File: config.mk
export PLATFORM = sky130hd
export DESIGN_NAME = dbg_disp_ctrl
export DESIGN_NICKNAME = d
export VERILOG_FILES = /design/src/rtl/dbg_disp_ctrl.sv
export SDC_FILE = /design/constraint.sdc
export NUM_CORES = 1
export LEC_CHECK = 0
export ABC_AREA = 0
export ABC_CLOCK_PERIOD_IN_PS = 2400
export BUFFER_PORTS_ARGS = -buffer_cell sky130_fd_sc_hd__buf_4
export CORE_MARGIN = 4
export CORE_UTILIZATION = 43
export CTS_CLUSTER_DIAMETER = 120
export DETAILED_ROUTE_END_ITERATION = 10
export HOLD_SLACK_MARGIN = 0.08
export PLACE_DENSITY = 0.77
export REMOVE_ABC_BUFFERS = 1
export SYNTH_ARGS = -nofsm -noshare
export SYNTH_HDL_FRONTEND = slang
export SYNTH_SLANG_ARGS = --single-unit
export TNS_END_PERCENT = 100
File: constraint.sdc
create_clock -name clk -period 2.4 [get_ports clk]
set_input_delay 0.24 -clock clk [delete_from_list [all_inputs] [get_ports clk]]
set_output_delay 0.24 -clock clk [all_outputs]
set_load 0.02 [all_outputs]
File: src/rtl/dbg_disp_ctrl.sv
// Debug display controller: steps a read address through one of NUM_SRC debug
// channels, captures the selected word and scans it as hex on an 8-digit display.
module dbg_disp_ctrl #(
   parameter int NUM_SRC  = 4,
   parameter int SEL_W    = 2,
   parameter int ADDR_W   = 6,
   parameter int DATA_W   = 32,
   parameter int DIV_W    = 32,
   parameter int DIV_FAST = 25,
   parameter int DIV_SLOW = 27,
   parameter int SCAN_BIT = 15
) (
   input  logic                      clk,
   input  logic                      rst,
   input  logic                      slow,
   input  logic                      run,
   input  logic                      step_i,
   input  logic                      hold,
   input  logic [SEL_W-1:0]          src_sel,
   input  logic [NUM_SRC*ADDR_W-1:0] len_i,
   input  logic [NUM_SRC*DATA_W-1:0] rd_data,
   output logic [ADDR_W-1:0]         rd_addr,
   output logic [DATA_W-1:0]         data_q,
   output logic                      wrap_o,
   output logic [7:0]                disp_seg_o,
   output logic [7:0]                disp_an_o
);

   logic [DIV_W-1:0]  div;
   logic              auto_bit, auto_prev, auto_tick;
   logic              sync1, sync2, sync3, man_tick;
   logic              tick;
   logic [SEL_W-1:0]  sel_eff, sel_q;
   logic              sel_chg;
   logic [ADDR_W-1:0] len_sel;
   logic [DATA_W-1:0] data_sel;
   logic [ADDR_W:0]   lim, addr_inc;
   logic              wrap_hit;
   logic [ADDR_W-1:0] addr_nxt;
   logic [2:0]        dig;
   logic [3:0]        nib;
   logic [6:0]        hex_seg;

   // 7-segment hex patterns, active low, segments {g,f,e,d,c,b,a}
   function automatic logic [6:0] hex7(input logic [3:0] v);
      logic [6:0] s;
      case (v)
         4'h0: s = 7'h40;
         4'h1: s = 7'h79;
         4'h2: s = 7'h24;
         4'h3: s = 7'h30;
         4'h4: s = 7'h19;
         4'h5: s = 7'h12;
         4'h6: s = 7'h02;
         4'h7: s = 7'h78;
         4'h8: s = 7'h00;
         4'h9: s = 7'h10;
         4'hA: s = 7'h08;
         4'hB: s = 7'h03;
         4'hC: s = 7'h46;
         4'hD: s = 7'h21;
         4'hE: s = 7'h06;
         default: s = 7'h0E;
      endcase
      return s;
   endfunction

   // ---------------- step sources ----------------
   assign auto_bit  = slow ? div[DIV_SLOW] : div[DIV_FAST];
   assign auto_tick = auto_bit & ~auto_prev;
   assign man_tick  = sync2 & ~sync3;
   assign tick      = run ? auto_tick : man_tick;

   always_ff @(posedge clk or posedge rst) begin
      if (rst) begin
         div       <= '0;
         auto_prev <= 1'b0;
         sync1     <= 1'b0;
         sync2     <= 1'b0;
         sync3     <= 1'b0;
      end else begin
         div       <= div + 1'b1;
         auto_prev <= auto_bit;
         sync1     <= step_i;
         sync2     <= sync1;
         sync3     <= sync2;
      end
   end

   // ---------------- channel select ----------------
   assign sel_eff = (32'(src_sel) < NUM_SRC) ? src_sel : '0;
   assign sel_chg = (sel_eff != sel_q);

   always_comb begin
      len_sel  = '0;
      data_sel = '0;
      for (int k = 0; k < NUM_SRC; k++) begin
         if (sel_eff == SEL_W'(k)) begin
            len_sel  = len_i[k*ADDR_W +: ADDR_W];
            data_sel = rd_data[k*DATA_W +: DATA_W];
         end
      end
   end

   // Length 0 means the full 2**ADDR_W range; the extra bit also catches the
   // natural modulo wrap when rd_addr already sits beyond a shortened length.
   assign lim      = (len_sel == '0) ? {1'b1, {ADDR_W{1'b0}}} : {1'b0, len_sel};
   assign addr_inc = {1'b0, rd_addr} + 1'b1;
   assign wrap_hit = (addr_inc == lim) || addr_inc[ADDR_W];
   assign addr_nxt = wrap_hit ? '0 : addr_inc[ADDR_W-1:0];

   always_ff @(posedge clk or posedge rst) begin
      if (rst) begin
         sel_q   <= '0;
         rd_addr <= '0;
         wrap_o  <= 1'b0;
         data_q  <= '0;
      end else begin
         sel_q  <= sel_eff;
         wrap_o <= 1'b0;
         if (sel_chg) begin
            rd_addr <= '0;
         end else if (tick && !hold) begin
            rd_addr <= addr_nxt;
            wrap_o  <= wrap_hit;
         end
         if (!hold)
            data_q <= data_sel;
      end
   end

   // ---------------- display scan ----------------
   assign dig     = div[SCAN_BIT+2:SCAN_BIT];
   assign nib     = data_q[{dig, 2'b00} +: 4];
   assign hex_seg = hex7(nib);

   always_ff @(posedge clk or posedge rst) begin
      if (rst) begin
         disp_seg_o <= 8'hFF;
         disp_an_o  <= 8'hFF;
      end else begin
         disp_an_o  <= ~(8'd1 << dig);
         // decimal point on the leftmost digit marks a frozen display
         disp_seg_o <= {~(hold && (dig == 3'd7)), hex_seg};
      end
   end

endmodule

# After elaboration in Yosys (flattened, before gate mapping)
# Memory sizes are Yosys's and may differ from the RTL's. A register that Yosys moved wholly into a read port is not among the register bits.
# Cells that the tools add are included.
[word_totals]
output_inout_bits = 55
inputBits = 160
mem_count = 1
reg_bits = 93
romBits = 112
word_cells = 51
[mem_list]
columns = ["memory", "words", "word_bits", "rd", "rd_ports_with_merged_regs", "wr", "line", "text"]
rows = [
  ["(no name shown)", 16, 7, 1, 1, 0, "47", "case (v)"],
]
[op_classes]
bitwise_logic = 6
n_addsub = 2
reduce_logical = 7
muxes = 16
n_shift = 2
eq_ne = 6
[ops]
columns = ["op", "count"]
rows = [
  ["32-bit two-way mux", 4],
  ["6-bit two-way mux", 7],
  ["32-bit by 1-bit adder with 32-bit output (second input constant)", 1],
  ["32-bit by 6-bit indexed part select with 4-bit output", 1],
  ["8-bit inverter", 1],
  ["1-bit by 3-bit left shift with 8-bit output (first input constant)", 1],
  ["6-bit by 1-bit adder with 7-bit output (second input constant)", 1],
  ["7-bit == test", 1],
  ["7-bit two-way mux", 1],
  ["6-bit zero test", 1],
  ["2-bit == test (second input constant)", 2],
  ["1-bit two-way mux", 4],
  ["3-bit == test (second input constant)", 1],
  ["1-bit inverter", 3],
  ["1-bit AND", 2],
  ["2-bit by 1-bit == test with 1-bit output (second input constant)", 1],
  ["1-bit logical AND", 2],
  ["2-bit zero test", 1],
  ["2-bit inequality test", 1],
  ["2-bit nonzero test", 1],
  ["1-bit zero test", 1],
  ["1-bit logical OR", 1],
]

# Depth between registers and ports, before layout
# Gate-level depths: netlist of the first run.
[depth]
word_depth = 12
mapped_depth = 9
depth_no_buf = 8

# Worst setup path before layout of the first run
# No wires, ideal clock.
[synth_path]
path_type = "register -> register"
from = "reg div[16]"
to = "reg disp_seg_o[5]"
n_path_buf = 2
arrival_time_ns = 2.197
period_less_slack_ns = 2.285
path_stages_with_launch = 10
slack_ns = 0.115
required_ns = 2.312
cell_sequence = "dfrtp_1 > clkbuf_1 > buf_1 > mux4_2 > mux2i_1 > inv_1 > ha_1 > nand2b_1 > a21boi_0 > o21ai_0"
[synth_via]
elab_chain_len = 1
[synth_lines]
columns = ["element", "line", "text"]
rows = [
  ["from (decl)", "29", "logic [DIV_W-1:0] div;"],
  ["from (signal assigned)", "82", "div <= div + 1'b1;"],
  ["32-bit by 6-bit indexed part select with 4-bit output", "134", "assign nib = data_q[{dig, 2'b00} +: 4];"],
  ["to (decl)", "25", "output logic [7:0] disp_seg_o,"],
]
# Every way passes these cells.
# A chain may end at the register's enable or synchronous reset.

# Worst setup path in the final report of the first run
[layout_path]
from = "reg div[15]"
to = "reg disp_seg_o[6]"
# The elaborated chain is that of the path after synthesis.

==> flow_summary.ini, run 1 <==
[synth]
synth-warning-count = 0
yosys.area.top_type = dfrtp_1
syn_area_sq_um = 4880
synth.avg_cell_area_sq_um = 13.7
synth.top_cell.area_share_pct = 37.4
synthFlopType = dfrtp_1
synth_area_leaders = dfrtp_1, mux4_2, dfstp_2
yosysMostFrequentCell = dfrtp_1
synth_cells = 356
yosysSeqAreaShare_pct = 46.0
muxShareOfSynthArea_pct = 30.4
async_flop_share_pct = 100
synth_common_cells = dfrtp_1, mux4_2, mux2_2
synth_compound_area_share_pct = 3.05
yosys.area_share.adder_pct = 2.05
yosys.area_share.simple_pct = 9.13
synthXorXnorAreaFrac_pct = 6.74
synth.distinct_cells = 39
ys_ff_latch = 89
synth_top_family_by_area = multiplexers
synth-edff-count = 0

[finish]
final_nets = 744
n_antenna_cell = 0
fin_util_pct = 64.0
n_fill_cell = 829
drive_above_1_share_pct = 58.2
multi_input_area_sq_um = 2510
finalInstanceArea_sq_um = 7030
seq_area_sq_um = 2250
syn2layout_area_growth_pct = 44.0

[die]
die_w_microns = 115
die-area_sq_um = 13100
rows = 38
fp.dieH_microns = 115
io_pins = 215
coreArea_sq_um = 11000
start_util_pct = 44.4

[sta]
setup_ws_ps = 246
rsz0062_at_grt = no
worst_slew_pin_slew_ps = 650
layout_min_cycle_time_ps = 2150
slew_violations = 0
skew_ps = 7.22
max_slew_margin_pct = 56.6
finalHoldViolCount = 0
finalSetupViolCount = 0
tns_ps = 0
fmax_ghz = 0.464
min_period_over_period_pct = 89.8

[global_routing]
overflow = 0
grt_pass1_vias = 4216
antenna_found_initial = 0
grt_pass1_wl_mm = 20.5
grt_max_degree = 55
grtUsageTotal_pct = 19.7

[critical_path]
cp_max_fo = 5
r2r_end = disp_seg_o[6]$_DFF_PP1_
end_kind = register
cp.required_ps = 2640
path_class = register to register
rrSetupSlack_ps = 250
rr_worst_depth = 8
critPathArrivalTime_ps = 2390
reg2reg_from = div[15]$_DFF_PP0_
worstSetupStartpointType = register

[clocking]
cts_resized = 0
cts_made_buffers = 9
cts_root_buf = clkbuf_16
htreeDepth = 3
max-clock-path-buffers = 2
clkLatencyLatePin_ps = 330
cts.sinks = 89
cts_tree = yes
clk_pin_slew_worst_paths_ps = 60

[hold_path]
min_path_cells = 1
hold_start = src_sel[1]
worstHoldEndpoint = sel_q[1]$_DFF_PP0_
hp-class = primary input to register

[route]
vias_per_cell = 5.29
first_pass_iters = 6
routed-via-count = 3811
drc_errors = 0
ant_nets = 0
top_layer = met4
wl_met1_mm = 4.81
wl_met3_microns = 888
wl_met2_mm = 6.56
drt_iter0_drc = 210
wl_mm = 12.5
wl_per_cell_microns = 17.4

[run_status]
status = finished clean

[power]
power.total_mw = 4.24
ir_drop_mv = 0.414
powerDensity_nw_per_um2 = 604
p_leak_nw = 3.29

[placed_design]
routabilityCongestion = 0.863
port_buffers = 214
dpl_cell_area_sq_um = 6680
dp_hpwl_mm = 10.0
pre_cts_ws_ps = 164

[run]
maxCapViolCount = 0
[registers in the layout (all words and copies together) (netlist names)]
register	count
auto_prev	1
data_q	32
disp_an_o	8
disp_seg_o	8
div	28
rd_addr	6
sel_q	2
sync1	1
sync2	1
sync3	1
wrap_o	1
[stage by stage]
stage          hold WS, ps  cells
2_1_floorplan          271    338
3_3_place_gp           336    703
3_5_place_dp           351    703
4_1_cts                149    721
5_1_grt                152    721
6_report               157    721
[layout make-up]
cell class              instances  area share (%)
well taps                     140            2.49
repair buffers                227            24.5
clock buffers                  11            3.60
inverters                      12           0.659
clock inverters                 5            1.10
multi-input cells             237            35.7
flip-flops and latches         89            32.0
[placed cells by master, fill, tap and decap left out, drive strengths merged, types with 5 or more instances in the layout]
cell type / count
xor2: 11
dfstp: 16
inv: 11
clkbuf: 11
nand2b: 5
mux2: 34
a22o: 5
buf: 225
mux4: 46
ha: 8
nor2: 18
nand2: 17
nand3: 22
mux2i: 6
dfrtp: 73
xnor2: 24
and3: 7
[report_power, final]
group          internal, mW  total [mW]  switching [mW]
logic                 0.564        1.00           0.440
registers              1.64        1.72          0.0871
clock network         0.965        1.51           0.548
[cells by family (layout without fill, tap and decap cells)]
family / count (synthesis) / count (layout)
xor+xnor: 36 / 36
fa+ha+maj: 8 / 8
buf+inv: 30 / 255
flops: 89 / 89
mux: 86 / 86
compound gates: 20 / 20
simple gates: 87 / 87
[routing by layer]
layer  global-route usage, %  vias to the layer above
met3                    5.34                       22
met1                    24.1                     1877
li1                        -                     1769
met4                    6.65                        0
met5                       0                        -
met2                    33.9                      143
[worst max-delay path, stage by stage (launching register included)]
cell and delay (ps):
dfrtp_1 350, buf_4 170, mux4_2 490, mux2i_1 280
inv_1 120, ha_1 220, nand2b_1 130, a21boi_0 210
o21ai_0 100
[what timing repair did]
action | CTS | global route
hold endpoints to repair | 36 | 0
setup buffers | 0 | 0
hold buffers | 2 | 0
[worst max path at each step]
| stage | from | end | slack (ps) |
|---|---|---|---|
| CTS | div[15]$_DFF_PP0_ | disp_seg_o[6]$_DFF_PP1_ | 220 |
| detailed placement | src_sel[0] | rd_addr[0]$_DFFE_PP0P_ | 160 |
| global route | div[15]$_DFF_PP0_ | disp_seg_o[6]$_DFF_PP1_ | 70 |
| global placement | src_sel[0] | rd_addr[0]$_DFFE_PP0P_ | 220 |
| floorplan | rst | auto_prev$_DFF_PP0_ | -120 |
| finish | div[15]$_DFF_PP0_ | disp_seg_o[6]$_DFF_PP1_ | 250 |
No activity file was read; power rests on OpenSTA's default activity.
==> run 2: changes to the inputs <==
--- a/config.mk
+++ b/config.mk
@@ -9,11 +9,13 @@
 export ABC_CLOCK_PERIOD_IN_PS = 2400
 export BUFFER_PORTS_ARGS = -buffer_cell sky130_fd_sc_hd__buf_4
 export CORE_MARGIN = 4
-export CORE_UTILIZATION = 43
+export CORE_UTILIZATION = 45
+export CTS_BUF_LIST = sky130_fd_sc_hd__clkbuf_8
 export CTS_CLUSTER_DIAMETER = 120
 export DETAILED_ROUTE_END_ITERATION = 10
 export HOLD_SLACK_MARGIN = 0.08
-export PLACE_DENSITY = 0.77
+export MAX_ROUTING_LAYER = met4
+export PLACE_DENSITY = 0.8
 export REMOVE_ABC_BUFFERS = 1
 export SYNTH_ARGS = -nofsm -noshare
 export SYNTH_HDL_FRONTEND = slang
==> run 2 against run 1 <==
- sequential share of layout area up 0.77 points
- setup slack better by 37 ps
- wire length up 3.2%
- non-clock buffer count up 1
- utilization up 1.6 points
- maximum frequency up 1.7%
==> flow_summary.ini, run 2 (same netlist as run 1, synthesis figures left out) <==
[run_status]
status = finished clean

[finish]
final_cell_mix = buf_4, dfrtp_1, mux4_2, mux2_2, xnor2_1
n_antenna_cell = 0
final_nets = 745
largest_reg_flops = 32
syn2layout_area_growth_pct = 40.6
regMostFlops = data_q
top_regs = data_q: 32 flops, div: 28 flops
layout_commonest_cell = buf_4
drive_above_1_share_pct = 57.7

[route]
first_pass_iters = 4
routed-via-count = 3849
drc_errors = 0
vias_per_cell = 5.36
wl_per_cell_microns = 18.0
ant_nets = 0
drt_iter0_drc = 193
wl_mm = 12.9

[critical_path]
end_kind = register
worstSetupStartpointType = register
critPathArrivalTime_ps = 2380
path_class = register to register
worst_path_dominant_cell_family = multiplexers
cpPeakStageDelay_ps = 510
path_cells = buf_4, mux4_2, mux2i_2, inv_1, ha_1, nand2b_1, a21boi_0, o21ai_0
cpMaxStageDelayCell = mux4_2
cp_max_fo = 5
cp.required_ps = 2670
cp_num_buf_inv = 2
rr_worst_depth = 8
worst-path-stages = 8

[die]
rows = 37
io_pins = 215
die_w_microns = 112
fp.dieH_microns = 112
start_util_pct = 46.7
coreArea_sq_um = 10500
die-area_sq_um = 12600

[power]
combPwrFrac_pct = 28.0
power.total_mw = 3.59
switchingPower_mw = 1.03
p_leak_nw = 3.23
internal-power_mw = 2.56
powerDensity_nw_per_um2 = 523
clkPwrFrac_pct = 23.8
ir_drop_mv = 0.308
p_seq_share_pct = 48.2
swShare_pct = 28.7

[clocking]
cts.sinks = 89
max-clock-path-buffers = 2
cts_tree = yes
htreeDepth = 3
clk_pin_slew_worst_paths_ps = 80
cts_setup_buffers = 0
cts_made_buffers = 9
clkLatencyLatePin_ps = 350
cts_root_buf = clkbuf_8

[global_routing]
grtUsageTotal_pct = 20.9
grt_pass1_wl_mm = 20.5
grt_pass1_vias = 4213
antenna_found_initial = 0
overflow = 0
grt_max_degree = 53

[sta]
max_slew_margin_pct = 55.7
skew_ps = 12.0
worst_slew_pin_slew_ps = 663
slew_violations = 0
min_period_over_period_pct = 88.2
fmax_ghz = 0.472
layout_min_cycle_time_ps = 2120
finalSetupViolCount = 0
rsz0062_at_grt = no
setup_ws_ps = 283
finalHoldViolCount = 0

[placed_design]
routabilityCongestion = 0.843
dp_hpwl_mm = 10.5
pre_cts_ws_ps = 205
port_buffers = 214

[run]
maxCapViolCount = 0

[hold_path]
hp-class = primary input to register
min_path_cells = 1
run 2: cell count changes in the layout (fill, tap and decap cells not counted), sizes merged:
cell,change
buf,+1
inv,+4
clkinvlp,+1
clkbuf,-2
clkinv,-1
bufinv,-2
run 2: per-layer routing:
metal	global-route usage (%)	routed length, microns
met1	25.6	5130
met2	35.1	6820
met3	4.53	665
met4	6.17	302
met5	-	0
run 2: power by group through the flow:
stage | clock network (mW) | logic (mW) | registers, mW
2_1_floorplan | 0 | 0.360 | 1.86
3_3_place_gp | 0 | 0.998 | 1.75
3_5_place_dp | 0 | 1.01 | 1.76
4_1_cts | 0.881 | 1.02 | 1.73
5_1_grt | 0.938 | 1.08 | 1.74
6_report | 0.854 | 1.01 | 1.73
run 2: stage by stage:
step | std cells | utilization, % | area (sq um) | hold WS, ps | TNS [ps]
final | 718 | 65.6 | 6860 | 117 | 0
after detailed placement | 700 | 63.8 | 6680 | 351 | 0
after floorplan | 338 | - | 4800 | 271 | -8850
after global placement | 700 | 63.8 | 6680 | 346 | 0
after global routing | 718 | 65.6 | 6860 | 94.4 | 0
after CTS | 718 | 65.5 | 6860 | 97.2 | 0
run 2: path summary, 6_finish.rpt:
path,start,endpoint,slack (ps)
setup reg to reg,div[15]$_DFF_PP0_,disp_seg_o[6]$_DFF_PP1_,280
max in group asynchronous,rst,disp_seg_o[7]$_DFF_PP1_,1120
setup / recovery,div[15]$_DFF_PP0_,disp_seg_o[6]$_DFF_PP1_,280
hold / removal,src_sel[1],sel_q[1]$_DFF_PP0_,120
hold reg to reg,sync1$_DFF_PP0_,sync2$_DFF_PP0_,380
min in group asynchronous,rst,rd_addr[4]$_DFFE_PP0P_,530
run 2: cell type report:
type                            count  area [sq um]
Clock buffer                        9           124
Clock inverter                      7          35.0
Inverter                           12          46.3
Multi-Input combinational cell    237          2510
Fill cell                         823          3600
Timing Repair Buffer              228          1730
Sequential cell                    89          2250
Tap cell                          136           170
run 2: repair_timing:
action	in CTS	in global routing
endpoints found under the setup margin	0	2
hold buffers	2	0
endpoints found under the hold margin	38	0
resized for setup	0	1
